File: src/rtl/regfile_initiator_if.sv
// Bundle of the core-request, response, debug-dump and register-file lines of
// the RiSC-16 register-file initiator; master is the initiator, slave the far side.
interface regfile_initiator_if #(
    parameter int DW = 16,
    parameter int AW = 3
);
    logic          req_valid;
    logic          req_ready;
    logic [AW-1:0] req_src1;
    logic [AW-1:0] req_src2;
    logic          req_wen;
    logic [AW-1:0] req_tgt;
    logic [DW-1:0] req_wdata;
    logic          resp_valid;
    logic [DW-1:0] resp_src1_data;
    logic [DW-1:0] resp_src2_data;
    logic          dump_start;
    logic          dump_busy;
    logic          dump_valid;
    logic [AW-1:0] dump_idx;
    logic [DW-1:0] dump_data;
    logic          rf_csb0;
    logic          rf_werf;
    logic [AW-1:0] rf_src1_addr;
    logic [AW-1:0] rf_src2_addr;
    logic [AW-1:0] rf_tgt_addr;
    logic [DW-1:0] rf_tgt_data;
    logic [DW-1:0] rf_src1_data;
    logic [DW-1:0] rf_src2_data;

    modport master (
        input  req_valid, req_src1, req_src2, req_wen, req_tgt, req_wdata,
        input  dump_start, rf_src1_data, rf_src2_data,
        output req_ready, resp_valid, resp_src1_data, resp_src2_data,
        output dump_busy, dump_valid, dump_idx, dump_data,
        output rf_csb0, rf_werf, rf_src1_addr, rf_src2_addr, rf_tgt_addr, rf_tgt_data
    );

    modport slave (
        output req_valid, req_src1, req_src2, req_wen, req_tgt, req_wdata,
        output dump_start, rf_src1_data, rf_src2_data,
        input  req_ready, resp_valid, resp_src1_data, resp_src2_data,
        input  dump_busy, dump_valid, dump_idx, dump_data,
        input  rf_csb0, rf_werf, rf_src1_addr, rf_src2_addr, rf_tgt_addr, rf_tgt_data
    );
endinterface

File: src/rtl/regfile_initiator.sv
// RiSC-16 register-file initiator: issues core reads/writes, hides the file's
// 1-cycle read latency and read-old-on-write behaviour, and sequences a debug dump.
module regfile_initiator #(
    parameter int DW = 16,
    parameter int AW = 3
) (
    input  logic                 clk0,
    input  logic                 rstb,
    regfile_initiator_if.master  bus
);
    localparam logic [1:0]    ST_IDLE  = 2'd0;
    localparam logic [1:0]    ST_DUMP  = 2'd1;
    localparam logic [1:0]    ST_DRAIN = 2'd2;
    localparam logic [AW-1:0] IDX_LAST = {AW{1'b1}};

    logic [1:0]    state_q, state_d;
    logic [AW-1:0] idx_q, idx_d;
    logic          resp_valid_q, resp_valid_d;
    logic          byp1_q, byp1_d, byp2_q, byp2_d;
    logic          zero1_q, zero1_d, zero2_q, zero2_d;
    logic [DW-1:0] wdata_q, wdata_d;
    logic [DW-1:0] resp1_hold_q, resp1_hold_d, resp2_hold_q, resp2_hold_d;
    logic          dump_valid_q, dump_valid_d;
    logic [AW-1:0] dump_idx_q, dump_idx_d;
    logic [DW-1:0] dump_hold_q, dump_hold_d;

    logic          fire;
    logic          wr_ok;
    logic          in_dump;
    logic [DW-1:0] resp1_sel, resp2_sel, dump_sel;

    // rstb gates acceptance so nothing reaches the file while reset is held.
    assign bus.req_ready = rstb && (state_q == ST_IDLE) && !bus.dump_start;
    assign fire          = bus.req_valid && bus.req_ready;
    assign wr_ok         = bus.req_wen && (bus.req_tgt != '0);
    assign in_dump       = (state_q == ST_DUMP);

    assign bus.rf_csb0      = in_dump ? 1'b0 : !fire;
    assign bus.rf_werf      = !(fire && wr_ok);
    assign bus.rf_src1_addr = in_dump ? idx_q : bus.req_src1;
    assign bus.rf_src2_addr = in_dump ? '0 : bus.req_src2;
    assign bus.rf_tgt_addr  = bus.req_tgt;
    assign bus.rf_tgt_data  = bus.req_wdata;

    // The file returns the pre-write value on a same-cycle write, so forward the write data.
    assign resp1_sel = byp1_q ? wdata_q : (zero1_q ? '0 : bus.rf_src1_data);
    assign resp2_sel = byp2_q ? wdata_q : (zero2_q ? '0 : bus.rf_src2_data);
    assign dump_sel  = (dump_idx_q == '0) ? '0 : bus.rf_src1_data;

    assign bus.resp_valid     = resp_valid_q;
    assign bus.resp_src1_data = resp_valid_q ? resp1_sel : resp1_hold_q;
    assign bus.resp_src2_data = resp_valid_q ? resp2_sel : resp2_hold_q;
    assign bus.dump_busy      = (state_q != ST_IDLE);
    assign bus.dump_valid     = dump_valid_q;
    assign bus.dump_idx       = dump_idx_q;
    assign bus.dump_data      = dump_valid_q ? dump_sel : dump_hold_q;

    always_comb begin
        state_d = state_q;
        idx_d   = idx_q;
        case (state_q)
            ST_IDLE: begin
                if (bus.dump_start) begin
                    state_d = ST_DUMP;
                    idx_d   = '0;
                end
            end
            ST_DUMP: begin
                if (idx_q == IDX_LAST) state_d = ST_DRAIN;
                else                   idx_d   = idx_q + 1'b1;
            end
            default: state_d = ST_IDLE;
        endcase
    end

    always_comb begin
        resp_valid_d = fire;
        byp1_d       = byp1_q;
        byp2_d       = byp2_q;
        zero1_d      = zero1_q;
        zero2_d      = zero2_q;
        wdata_d      = wdata_q;
        if (fire) begin
            byp1_d  = wr_ok && (bus.req_src1 == bus.req_tgt);
            byp2_d  = wr_ok && (bus.req_src2 == bus.req_tgt);
            zero1_d = (bus.req_src1 == '0);
            zero2_d = (bus.req_src2 == '0);
            wdata_d = bus.req_wdata;
        end
        resp1_hold_d = bus.resp_src1_data;
        resp2_hold_d = bus.resp_src2_data;
        dump_valid_d = in_dump;
        dump_idx_d   = in_dump ? idx_q : dump_idx_q;
        dump_hold_d  = bus.dump_data;
    end

    always_ff @(posedge clk0 or negedge rstb) begin
        if (!rstb) begin
            state_q      <= ST_IDLE;
            idx_q        <= '0;
            resp_valid_q <= 1'b0;
            byp1_q       <= 1'b0;
            byp2_q       <= 1'b0;
            zero1_q      <= 1'b0;
            zero2_q      <= 1'b0;
            wdata_q      <= '0;
            resp1_hold_q <= '0;
            resp2_hold_q <= '0;
            dump_valid_q <= 1'b0;
            dump_idx_q   <= '0;
            dump_hold_q  <= '0;
        end else begin
            state_q      <= state_d;
            idx_q        <= idx_d;
            resp_valid_q <= resp_valid_d;
            byp1_q       <= byp1_d;
            byp2_q       <= byp2_d;
            zero1_q      <= zero1_d;
            zero2_q      <= zero2_d;
            wdata_q      <= wdata_d;
            resp1_hold_q <= resp1_hold_d;
            resp2_hold_q <= resp2_hold_d;
            dump_valid_q <= dump_valid_d;
            dump_idx_q   <= dump_idx_d;
            dump_hold_q  <= dump_hold_d;
        end
    end
endmodule

File: src/flat_wrapper.sv
// flat-port wrapper written by rule: the top's interface ports become plain ports
module regfile_initiator_flat 
#(
    parameter int DW = 16,
    parameter int AW = 3
)
  (clk0, rstb, bus_req_valid, bus_req_src1, bus_req_src2, bus_req_wen, bus_req_tgt, bus_req_wdata, bus_dump_start, bus_rf_src1_data, bus_rf_src2_data, bus_req_ready, bus_resp_valid, bus_resp_src1_data, bus_resp_src2_data, bus_dump_busy, bus_dump_valid, bus_dump_idx, bus_dump_data, bus_rf_csb0, bus_rf_werf, bus_rf_src1_addr, bus_rf_src2_addr, bus_rf_tgt_addr, bus_rf_tgt_data);
  regfile_initiator_if #(.DW(DW), .AW(AW)) bus_i ();
  input  logic clk0;
  input  logic rstb;
  input wire logic [$bits(bus_i.req_valid)-1:0] bus_req_valid;
  input wire logic [$bits(bus_i.req_src1)-1:0] bus_req_src1;
  input wire logic [$bits(bus_i.req_src2)-1:0] bus_req_src2;
  input wire logic [$bits(bus_i.req_wen)-1:0] bus_req_wen;
  input wire logic [$bits(bus_i.req_tgt)-1:0] bus_req_tgt;
  input wire logic [$bits(bus_i.req_wdata)-1:0] bus_req_wdata;
  input wire logic [$bits(bus_i.dump_start)-1:0] bus_dump_start;
  input wire logic [$bits(bus_i.rf_src1_data)-1:0] bus_rf_src1_data;
  input wire logic [$bits(bus_i.rf_src2_data)-1:0] bus_rf_src2_data;
  output wire logic [$bits(bus_i.req_ready)-1:0] bus_req_ready;
  output wire logic [$bits(bus_i.resp_valid)-1:0] bus_resp_valid;
  output wire logic [$bits(bus_i.resp_src1_data)-1:0] bus_resp_src1_data;
  output wire logic [$bits(bus_i.resp_src2_data)-1:0] bus_resp_src2_data;
  output wire logic [$bits(bus_i.dump_busy)-1:0] bus_dump_busy;
  output wire logic [$bits(bus_i.dump_valid)-1:0] bus_dump_valid;
  output wire logic [$bits(bus_i.dump_idx)-1:0] bus_dump_idx;
  output wire logic [$bits(bus_i.dump_data)-1:0] bus_dump_data;
  output wire logic [$bits(bus_i.rf_csb0)-1:0] bus_rf_csb0;
  output wire logic [$bits(bus_i.rf_werf)-1:0] bus_rf_werf;
  output wire logic [$bits(bus_i.rf_src1_addr)-1:0] bus_rf_src1_addr;
  output wire logic [$bits(bus_i.rf_src2_addr)-1:0] bus_rf_src2_addr;
  output wire logic [$bits(bus_i.rf_tgt_addr)-1:0] bus_rf_tgt_addr;
  output wire logic [$bits(bus_i.rf_tgt_data)-1:0] bus_rf_tgt_data;
  assign bus_i.req_valid = bus_req_valid;
  assign bus_i.req_src1 = bus_req_src1;
  assign bus_i.req_src2 = bus_req_src2;
  assign bus_i.req_wen = bus_req_wen;
  assign bus_i.req_tgt = bus_req_tgt;
  assign bus_i.req_wdata = bus_req_wdata;
  assign bus_i.dump_start = bus_dump_start;
  assign bus_i.rf_src1_data = bus_rf_src1_data;
  assign bus_i.rf_src2_data = bus_rf_src2_data;
  assign bus_req_ready = bus_i.req_ready;
  assign bus_resp_valid = bus_i.resp_valid;
  assign bus_resp_src1_data = bus_i.resp_src1_data;
  assign bus_resp_src2_data = bus_i.resp_src2_data;
  assign bus_dump_busy = bus_i.dump_busy;
  assign bus_dump_valid = bus_i.dump_valid;
  assign bus_dump_idx = bus_i.dump_idx;
  assign bus_dump_data = bus_i.dump_data;
  assign bus_rf_csb0 = bus_i.rf_csb0;
  assign bus_rf_werf = bus_i.rf_werf;
  assign bus_rf_src1_addr = bus_i.rf_src1_addr;
  assign bus_rf_src2_addr = bus_i.rf_src2_addr;
  assign bus_rf_tgt_addr = bus_i.rf_tgt_addr;
  assign bus_rf_tgt_data = bus_i.rf_tgt_data;
  regfile_initiator #(.DW(DW), .AW(AW)) u_core (.clk0(clk0), .rstb(rstb), .bus(bus_i));
endmodule
File: config.mk
export PLATFORM = sky130hd
export DESIGN_NAME = regfile_initiator_flat
export DESIGN_NICKNAME = d
export VERILOG_FILES = /design/src/rtl/regfile_initiator_if.sv /design/src/rtl/regfile_initiator.sv /design/src/flat_wrapper.sv
export SDC_FILE = /design/constraint.sdc
export NUM_CORES = 1
export LEC_CHECK = 0
export CAP_MARGIN = 20
export CELL_PAD_IN_SITES_DETAIL_PLACEMENT = 1
export CELL_PAD_IN_SITES_GLOBAL_PLACEMENT = 1
export CORE_MARGIN = 4
export CORE_UTILIZATION = 33
export CTS_BUF_LIST = sky130_fd_sc_hd__clkbuf_8
export DETAILED_ROUTE_END_ITERATION = 12
export PLACE_DENSITY_LB_ADDON = 0.2
export SLEW_MARGIN = 10
export SYNTH_ARGS = -nofsm -noshare
export SYNTH_HDL_FRONTEND = slang
export SYNTH_SLANG_ARGS = --single-unit
File: constraint.sdc
create_clock -name clk0 -period 2.45 [get_ports clk0]
set_clock_uncertainty 0.15 [all_clocks]
set_input_delay 0.735 -clock clk0 [delete_from_list [all_inputs] [get_ports clk0]]
set_output_delay 0.735 -clock clk0 [all_outputs]
set_load 0.02 [all_outputs]
==> results.sh, run 1 <==
export IMPL_status="finished, violations left"
export IMPL_violations="negative setup slack"
export IMPL_async_flop_share_pct=100
export IMPL_tightest_slew_ns=0.552
export IMPL_vias_per_cell=4.87
export IMPL_cts_sinks=78
export IMPL_p_total_mw=7.77
export IMPL_mostFrequentLayoutCell="buf_4"
export IMPL_rrSetupSlack_ns=0.26
export IMPL_drcViolationCount=0
export IMPL_final_cells=702
export IMPL_synth_seq_cells=78
export IMPL_timing_rr_end="u_core.wdata_q[7]"
export IMPL_period_needed_ns=2.52
export IMPL_drt_wl_total_um=13300
export IMPL_p_leak_nw=3.00
export IMPL_ys_flop_type="dfrtp_1"
export IMPL_area_growth_pct=75.6
export IMPL_clkPwrFrac_pct=14.1
export IMPL_antenna_found_initial=1
export IMPL_max_vdd_ir_drop_uv=462
export IMPL_fillers=1162
export IMPL_critPathMaxStageDelay_ns=0.40
export IMPL_io_pins=144
export IMPL_p_seq_share_pct=28.7
export IMPL_finalCritPeriodShare_pct=103
export IMPL_path_buf_inv=3
export IMPL_endpoint_kind="primary output"
export IMPL_final_cell_mix="buf_4 (117), dfrtp_1 (75), dlygate4sd2_1 (36)"
export IMPL_h_tree_depth=3
export IMPL_die_height_um=112
export IMPL_clk_path_buf_depth=2
export IMPL_fin_area_um2=6240
export IMPL_start_kind="register"
export IMPL_fp_row_count=37
export IMPL_place_inst=642
export IMPL_hold_violations=0
export IMPL_fin_util_pct=59.9
export IMPL_critical_path_class="register to primary output"
export IMPL_critical_path_arrival_ns=1.64
export IMPL_seqCellArea_um2=1960
export IMPL_multi_input_area_um2=1630
export IMPL_critical_path_top_delay_family="buffers and inverters"
export IMPL_crit_required_ns=1.56
export IMPL_pre_cts_ws_ns=-0.873
export IMPL_critical_path_cell_chain="o31a_1, buf_6, buf_6, nand2_2, o21ai_2, buf_6"
export IMPL_cpMaxStageDelayCell="dfrtp_1"
export IMPL_gr_total_overflow=0
export IMPL_relSlewSlack_pct=63.2
export IMPL_die_width_um=112
export IMPL_p_switching_mw=3.13
export IMPL_drt_first_pass_iters=4
export IMPL_gp_congestion=0.753
export IMPL_hpwlAfterDp_um=8840
export IMPL_grt_pass1_wl_um=19800
export IMPL_seq_area_frac_synth_pct=54.9
export IMPL_max_freq_mhz=397
export IMPL_path_common_cell="buf_6"
export IMPL_root_buffer="clkbuf_8"
export IMPL_holdCritPathClass="input port to async pin"
export IMPL_avgSynthCellArea_um2=10.6
export IMPL_r2r_start="u_core.state_q[0]"
export IMPL_drtIter0Drc=123
export IMPL_slew_violations=0
export IMPL_switching_share_pct=40.3
export IMPL_grt_max_degree=43
export IMPL_drtAntennaViolNets=0
export IMPL_clk_transition_reported_paths_ns=0.08
export IMPL_ys_types=32
export IMPL_postSynthCellCount=335
export IMPL_yosys_warnings=0
export IMPL_grt_pass1_vias=3710
export IMPL_core_area_um2=10400
export IMPL_syn_nets=399
export IMPL_setup_viol=10
export IMPL_cts_buffers=9
export IMPL_cts_tree="built"
export IMPL_reg2reg_depth=7
export IMPL_hold_ws_ns=0.321
export IMPL_internal_power_mw=4.64
export IMPL_wl_per_cell_um=18.9
export IMPL_synth_edff_count=0
export IMPL_critPathMaxFanout=8
export IMPL_grt_use_total_pct=19.9
export IMPL_clkLatencyLatePin_ns=0.34
export IMPL_maxCapViolations=0
export IMPL_start_util_pct=34.1
export IMPL_rsz0062_at_grt="yes"
export IMPL_layout_drive_gt1_share_pct=52.9
export IMPL_vias=3416
export IMPL_layout_setup_ws_ns=-0.0711
export IMPL_fin_nets=624
export IMPL_syn_cell_area_um2=3550
export IMPL_dpl_cell_area_um2=5440
export IMPL_cellPowerDensity_nw_per_um2=1250
export IMPL_cts_hold_buf=0
export IMPL_io_buffers=143
export IMPL_tns_ns=-0.243
export IMPL_comb_power_share_pct=57.2
export IMPL_die_area_um2=12500
-- worst max path at each step --
| stage | slack [ns] | cells past startpoint | endpoint | startpoint |
|---|---|---|---|---|
| 3_3_place_gp | -0.84 | 4 | bus_rf_werf | bus_req_tgt[0] |
| 5_1_grt | -0.14 | 6 | bus_dump_data[6] | u_core.bus.dump_idx[1] |
| 3_5_place_dp | -0.87 | 4 | bus_rf_werf | bus_req_tgt[0] |
| 4_1_cts | -0.27 | 4 | bus_rf_werf | bus_req_tgt[1] |
| 2_1_floorplan | -0.04 | 5 | bus_rf_csb0 | bus_dump_start |
| 6_report | -0.07 | 6 | bus_dump_data[6] | u_core.bus.dump_idx[1] |
-- cell families (layout without fill, tap and decap cells) --
family | after synthesis | in the layout | synth area share [%]
XOR/XNOR | 6 | 6 | 1.48
flip-flops | 78 | 78 | 54.9
AND/OR/NAND/NOR | 87 | 87 | 10.9
adder cells (fa/ha/maj) | 2 | 2 | 0.704
other | 0 | 1 | 0
buffers and inverters | 57 | 287 | 9.12
AO/OA/AOI/OAI | 84 | 84 | 14.4
multiplexers | 21 | 21 | 8.49
-- cell usage after synthesis, types with 4 or more instances --
cell | instances | share of area (%)
dfrtp_1 | 78 | 55
nor2_1 | 36 | 3.8
a21oi_1 | 34 | 4.8
nand2_1 | 33 | 3.5
a22oi_1 | 30 | 6.3
buf_4 | 19 | 4.0
inv_1 | 18 | 1.9
mux2_4 | 18 | 7.6
o21ai_0 | 16 | 2.3
clkbuf_1 | 8 | 0.85
xnor2_1 | 6 | 1.5
and2_1 | 4 | 0.70
buf_1 | 4 | 0.42
buf_2 | 4 | 0.56
-- what timing repair did --
action / in CTS / in global routing
gates cloned: 0 / 1
setup endpoints to repair: 78 / 59
pin swaps: 38 / 24
resized for setup: 414 / 111
buffers inserted: 28 / 16
-- state kept, by name, indices dropped and copies added (netlist names), 2 cells and up --
register,cells
u_core.bus.dump_idx,3
u_core.dump_hold_q,16
u_core.idx_q,3
u_core.resp1_hold_q,16
u_core.resp2_hold_q,16
u_core.state_q,2
u_core.wdata_q,16
-- power by group through the flow --
stage	combinational (mW)	sequential [mW]	clock, mW
final	4.45	2.23	1.09
after global routing	4.78	2.30	1.18
after CTS	3.89	2.18	1.12
after detailed placement	3.67	2.18	0
after floorplan	1.79	2.13	0
after global placement	3.58	2.14	0
-- layout make-up --
cell class              count  share of cell area (%)
inverters                  20                    1.26
flip-flops and latches     78                    31.3
repair buffers            251                    35.0
well taps                 136                    2.73
diodes                      1                  0.0401
multi-input cells         200                    26.1
clock inverters             5                    1.18
clock buffers              11                    2.43
-- routing by layer --
layer | wire length [um] | part of all wire (%) | vias up | GRT usage, %
li1 | - | - | 1569 | -
met1 | 5070 | 38 | 1741 | 22.9
met2 | 7520 | 57 | 88 | 36.9
met3 | 476 | 3.6 | 18 | 3.80
met4 | 197 | 1.5 | 0 | 6.65
met5 | 0 | 0 | - | 0
(Power assumes the default switching activity.)
==> inputs of run 2 (changes only) <==
CORE_UTILIZATION = 36   (was 33)
clock period = 3.1 ns   (was 2.45 ns; I/O delays follow)
==> run 2 against run 1 <==
The flow now finishes without violations; critical path type is now input port to primary output; via count shrank 8.5%; global-route usage grew 1.4 points; sequential cell count is the same; critical endpoint is now bus_resp_src1_data[13]; largest power group unchanged; sequential share of layout area grew 5.0 points; routed wire length shrank 10%; die area shrank 7.7%; setup slack gained 0.086 ns; final cell count shrank 8.5%; total power shrank 36%; critical path depth shrank 2.
==> results.sh, run 2 (synthesis results as in run 1) <==
export IMPL_clk_path_buf_depth=2
export IMPL_hold_violations=0
export IMPL_max_freq_mhz=324
export IMPL_hpwlAfterDp_um=8860
export IMPL_io_buffers=143
export IMPL_mostFrequentLayoutCell="dfrtp_1"
export IMPL_slew_violations=0
export IMPL_critical_path_arrival_ns=2.01
export IMPL_drcViolationCount=0
export IMPL_layout_setup_ws_ns=0.0147
export IMPL_grt_use_total_pct=21.3
export IMPL_crit_required_ns=2.02
export IMPL_wl_per_cell_um=18.6
export IMPL_max_vdd_ir_drop_uv=417
export IMPL_tightest_slew_ns=0.613
export IMPL_start_kind="input port"
export IMPL_final_cells=642
export IMPL_gr_total_overflow=0
export IMPL_cp_startpoint="bus_rf_src1_data[13]"
export IMPL_antenna_found_initial=0
export IMPL_drtAntennaViolNets=0
export IMPL_cellPowerDensity_nw_per_um2=923
export IMPL_layout_drive_gt1_share_pct=28.7
export IMPL_die_width_um=107
export IMPL_period_needed_ns=3.09
export IMPL_io_pins=144
export IMPL_setup_viol=0
export IMPL_area_growth_pct=51.1
export IMPL_maxCapViolations=0
export IMPL_critical_path_class="input port to primary output"
export IMPL_fp_row_count=35
export IMPL_clk_transition_reported_paths_ns=0.08
export IMPL_fillers=1069
export IMPL_cts_buffers=9
export IMPL_vias=3124
export IMPL_endpoint_kind="primary output"
export IMPL_p_total_mw=4.96
export IMPL_status="complete, no violations"
export IMPL_p_leak_nw=2.59
export IMPL_hold_start="u_core.bus.dump_idx[2]"
export IMPL_rrSetupSlack_ns=1.11
export IMPL_cts_tree="built"
export IMPL_r2r_start="u_core.state_q[0]"
export IMPL_gp_congestion=0.774
export IMPL_start_util_pct=37.7
export IMPL_tns_ns=0
export IMPL_core_area_um2=9420
export IMPL_grt_pass1_wl_um=18900
export IMPL_diodes=0
export IMPL_fin_area_um2=5370
export IMPL_fin_nets=572
export IMPL_final_cell_mix="dfrtp_1 (77), clkdlybuf4s50_1 (63), buf_4 (59)"
export IMPL_cts_sinks=78
export IMPL_h_tree_depth=3
export IMPL_root_buffer="clkbuf_8"
export IMPL_relSlewSlack_pct=59.1
export IMPL_drt_wl_total_um=11900
export IMPL_grt_max_degree=48
export IMPL_rsz0062_at_grt="yes"
export IMPL_holdCritPathClass="register to register"
export IMPL_drt_first_pass_iters=4
export IMPL_drtIter0Drc=101
export IMPL_grt_pass1_vias=3509
export IMPL_pre_cts_ws_ns=-0.585
export IMPL_die_area_um2=11500
export IMPL_place_inst=624
export IMPL_dpl_cell_area_um2=5310
export IMPL_vias_per_cell=4.87
export IMPL_finalCritPeriodShare_pct=99.5
export IMPL_critPathMaxFanout=2
export IMPL_die_height_um=107
export IMPL_clkLatencyLatePin_ns=0.35
[run 2: where the power goes]
part / total [mW] / internal [mW] / switching, mW
logic: 2.57 / 1.07 / 1.50
registers: 1.71 / 1.47 / 0.248
clock network: 0.672 / 0.285 / 0.387
[run 2: path summary, 6_finish.rpt]
| kind | to | cells past startpoint |
|---|---|---|
| worst max-delay path | bus_resp_src1_data[13] | 4 |
| worst min-delay path | u_core.bus.dump_idx[2] | 2 |
| worst max register to register | u_core.wdata_q[4] | 5 |
| worst min register to register | u_core.bus.dump_idx[2] | 2 |
| max in group asynchronous | u_core.bus.resp_valid | 3 |
| min in group asynchronous | u_core.wdata_q[6] | 2 |
[run 2: layout make-up]
| class | instances | area, um^2 | area share [%] |
|---|---|---|---|
| clock buffers | 9 | 124 | 2.31 |
| clock inverters | 7 | 43.8 | 0.816 |
| inverters | 20 | 76.3 | 1.42 |
| multi-input cells | 200 | 1310 | 24.5 |
| flip-flops and latches | 78 | 1950 | 36.4 |
| well taps | 129 | 161 | 3.01 |
| repair buffers | 199 | 1700 | 31.6 |
[run 2: worst max-delay path, cell delays in order]
cell and delay, ns:
clkdlybuf4s50_1 0.51, a22oi_1 0.10, a21oi_2 0.18, clkdlybuf4s15_2 0.28
[run 2: through the flow]
stage	hold slack, ns	util, %
after CTS	0.378	57.8
after global routing	0.403	57.0
final	0.373	57.0
after global placement	0.339	56.4
after floorplan	0.335	-
after detailed placement	0.358	56.4
[run 2: layer usage]
metal  global-route usage (%)  vias up  share of wire, %
met1                     26.1     1563                41
met5                        0        -                 0
met3                     4.02        9               4.9
met2                     38.5       90                53
li1                         -     1462                 -
met4                     5.68        0              0.92
[run 2: what timing repair did]
item	in CTS	in global routing
setup buffers	1	1
gates resized for setup	140	62
hold buffers	0	0
endpoints found under the setup margin	73	50
pin swaps	5	7
hold endpoints to repair	0	0
==> inputs of run 3 (changes only) <==
ABC_AREA = 1   (was default)
CORE_UTILIZATION = 35   (was 36)
==> run 3 against run 2 <==
Non-clock buffer count up 2; sequential cell count unchanged; utilization down 2.2 points; first-iteration DRC count down 6.9%; register-to-register slack better by 0.30 ns; critical path depth unchanged; critical path type unchanged; critical endpoint is now bus_resp_src2_data[11]; largest cell class unchanged; largest power group unchanged.
==> results.sh, run 3 <==
export IMPL_finalCritPeriodShare_pct=99.5
export IMPL_slew_violations=0
export IMPL_drcViolationCount=0
export IMPL_io_pins=144
export IMPL_p_switching_mw=2.17
export IMPL_avgSynthCellArea_um2=8.96
export IMPL_start_kind="input port"
export IMPL_gp_congestion=0.803
export IMPL_cts_tree="built"
export IMPL_seq_area_frac_synth_pct=55.1
export IMPL_grt_max_degree=65
export IMPL_reg2reg_depth=6
export IMPL_h_tree_depth=3
export IMPL_p_seq_share_pct=34.5
export IMPL_root_buffer="clkbuf_8"
export IMPL_clkPwrFrac_pct=14.1
export IMPL_endpoint_kind="primary output"
export IMPL_critPathMaxFanout=2
export IMPL_mostFrequentLayoutCell="nand2_1"
export IMPL_drtAntennaViolNets=0
export IMPL_cp_startpoint="bus_rf_src2_data[11]"
export IMPL_timing_rr_end="u_core.wdata_q[14]"
export IMPL_ys_flop_type="dfrtp_1"
export IMPL_die_width_um=109
export IMPL_drt_wl_total_um=12300
export IMPL_grt_pass1_vias=3736
export IMPL_async_flop_share_pct=100
export IMPL_max_vdd_ir_drop_uv=436
export IMPL_switching_share_pct=43.1
export IMPL_start_util_pct=36.0
export IMPL_syn_nets=459
export IMPL_io_buffers=143
export IMPL_max_freq_mhz=324
export IMPL_die_area_um2=11800
export IMPL_synthDominantCellAreaShare_pct=55.1
export IMPL_fp_row_count=36
export IMPL_area_growth_pct=52.1
export IMPL_synth_top_cell_by_area="dfrtp_1"
export IMPL_ys_types=22
export IMPL_tightest_slew_ns=0.653
export IMPL_final_cell_mix="nand2_1 (109), dfrtp_1 (78), clkdlybuf4s50_1 (66)"
export IMPL_setup_worst_path_end="bus_resp_src2_data[11]"
export IMPL_yosys_top_cells_area="dfrtp_1 (55%), nand2_1 (12%), o21ai_0 (7.5%)"
export IMPL_layout_drive_gt1_share_pct=24.3
export IMPL_status="complete, no violations"
export IMPL_vias_per_cell=4.82
export IMPL_r2r_start="u_core.state_q[0]"
export IMPL_cts_sinks=78
export IMPL_rrSetupSlack_ns=1.41
export IMPL_critical_path_arrival_ns=2.00
export IMPL_p_leak_nw=2.75
export IMPL_p_total_mw=5.05
export IMPL_cts_hold_buf=0
export IMPL_syn_cell_area_um2=3540
export IMPL_place_inst=688
export IMPL_crit_required_ns=2.02
export IMPL_maxCapViolations=0
export IMPL_internal_power_mw=2.88
export IMPL_holdCritPathClass="register to register"
export IMPL_critical_path_class="input port to primary output"
export IMPL_cellPowerDensity_nw_per_um2=938
export IMPL_clk_path_buf_depth=2
export IMPL_die_height_um=109
export IMPL_vias=3404
export IMPL_core_area_um2=9820
export IMPL_relSlewSlack_pct=56.5
export IMPL_synthTopCellsByCount="nand2_1 (109), dfrtp_1 (78), o21ai_0 (53)"
export IMPL_wl_per_cell_um=17.4
export IMPL_yosysMostFrequentCell="nand2_1"
export IMPL_hold_violations=0
export IMPL_clkLatencyLatePin_ns=0.35
export IMPL_hpwlAfterDp_um=9030
export IMPL_synth_edff_count=0
export IMPL_grt_pass1_wl_um=19800
export IMPL_fin_nets=632
export IMPL_yosys_warnings=0
export IMPL_diodes=0
export IMPL_postSynthCellCount=395
export IMPL_clk_transition_reported_paths_ns=0.08
export IMPL_final_cells=706
export IMPL_period_needed_ns=3.08
export IMPL_tns_ns=0
export IMPL_gr_total_overflow=0
export IMPL_grt_use_total_pct=21.9
export IMPL_antenna_found_initial=0
export IMPL_synth_seq_cells=78
export IMPL_setup_viol=0
export IMPL_rsz0062_at_grt="yes"
export IMPL_drt_first_pass_iters=4
export IMPL_comb_power_share_pct=51.4
export IMPL_drtIter0Drc=94
export IMPL_cts_buffers=9
-- run 3: through the flow --
stage	instance area [um^2]	setup slack, ns	utilization (%)	hold WS, ns
3_5_place_dp	5350	-0.490	54.5	0.336
2_1_floorplan	3540	0.514	-	0.321
5_1_grt	5380	-0.0173	54.8	0.361
6_report	5380	0.0168	54.8	0.344
4_1_cts	5510	0.000234	56.1	0.350
3_3_place_gp	5350	-0.479	54.5	0.328
-- run 3: worst min-delay path by stage --
stage,slack [ns],startpoint,cells past startpoint,end
4_1_cts,0.35,u_core.resp1_hold_q[14],2,u_core.resp1_hold_q[14]
3_3_place_gp,0.33,u_core.resp2_hold_q[15],2,u_core.resp2_hold_q[15]
6_report,0.34,u_core.resp1_hold_q[4],2,u_core.resp1_hold_q[4]
3_5_place_dp,0.34,u_core.resp1_hold_q[1],2,u_core.resp1_hold_q[1]
5_1_grt,0.36,rstb,2,u_core.bus.dump_idx[0]
2_1_floorplan,0.32,u_core.wdata_q[12],2,u_core.wdata_q[12]
-- run 3: power groups by stage --
stage	Sequential (mW)	Combinational (mW)	Clock [mW]
6_report	1.74	2.59	0.715
2_1_floorplan	1.70	1.38	0
3_3_place_gp	1.74	2.77	0
5_1_grt	1.80	2.87	0.798
4_1_cts	1.75	2.71	0.742
3_5_place_dp	1.76	2.86	0
-- run 3: repair_timing --
item                                    CTS  global route
pin swaps                                 1             3
gates resized for setup                 219            60
endpoints found under the hold margin     0             0
setup buffers                             1             1
endpoints found under the setup margin   75            43
-- run 3: area by class of cell --
type	count	area, um^2
fillers	1218	4440
flip-flops and latches	78	1950
repair buffers	201	1720
multi-input cells	241	1220
well taps	133	166
clock buffers	12	165
inverters	37	143
clock inverters	4	20.0
-- run 3: critical path, cell delays in order --
cell and delay [ns]:
clkdlybuf4s50_1 0.46, a22oi_1 0.06, o21ai_1 0.25, clkdlybuf4s15_2 0.30
-- run 3: cells by family (layout without fill, tap and decap cells) --
family                     count (synthesis)  in the layout  synth area share [%]
adders and majority gates                  2              2                 0.707
buffers and inverters                     76            254                  10.8
xor gates and xnor gates                   4              4                 0.990
DFF                                       78             78                  55.1
AOI/OAI and AO/OA                         91             91                  15.2
and+or+nand+nor                          144            144                  17.1
-- run 3: routing by layer --
layer  part of all wire (%)  vias to the layer above  track usage, %
met1                     39                     1659            26.7
met2                     52                      114            37.7
met4                    1.7                        0            6.31
met5                      0                        -               0
met3                    7.3                       15            6.15
li1                       -                     1616               -
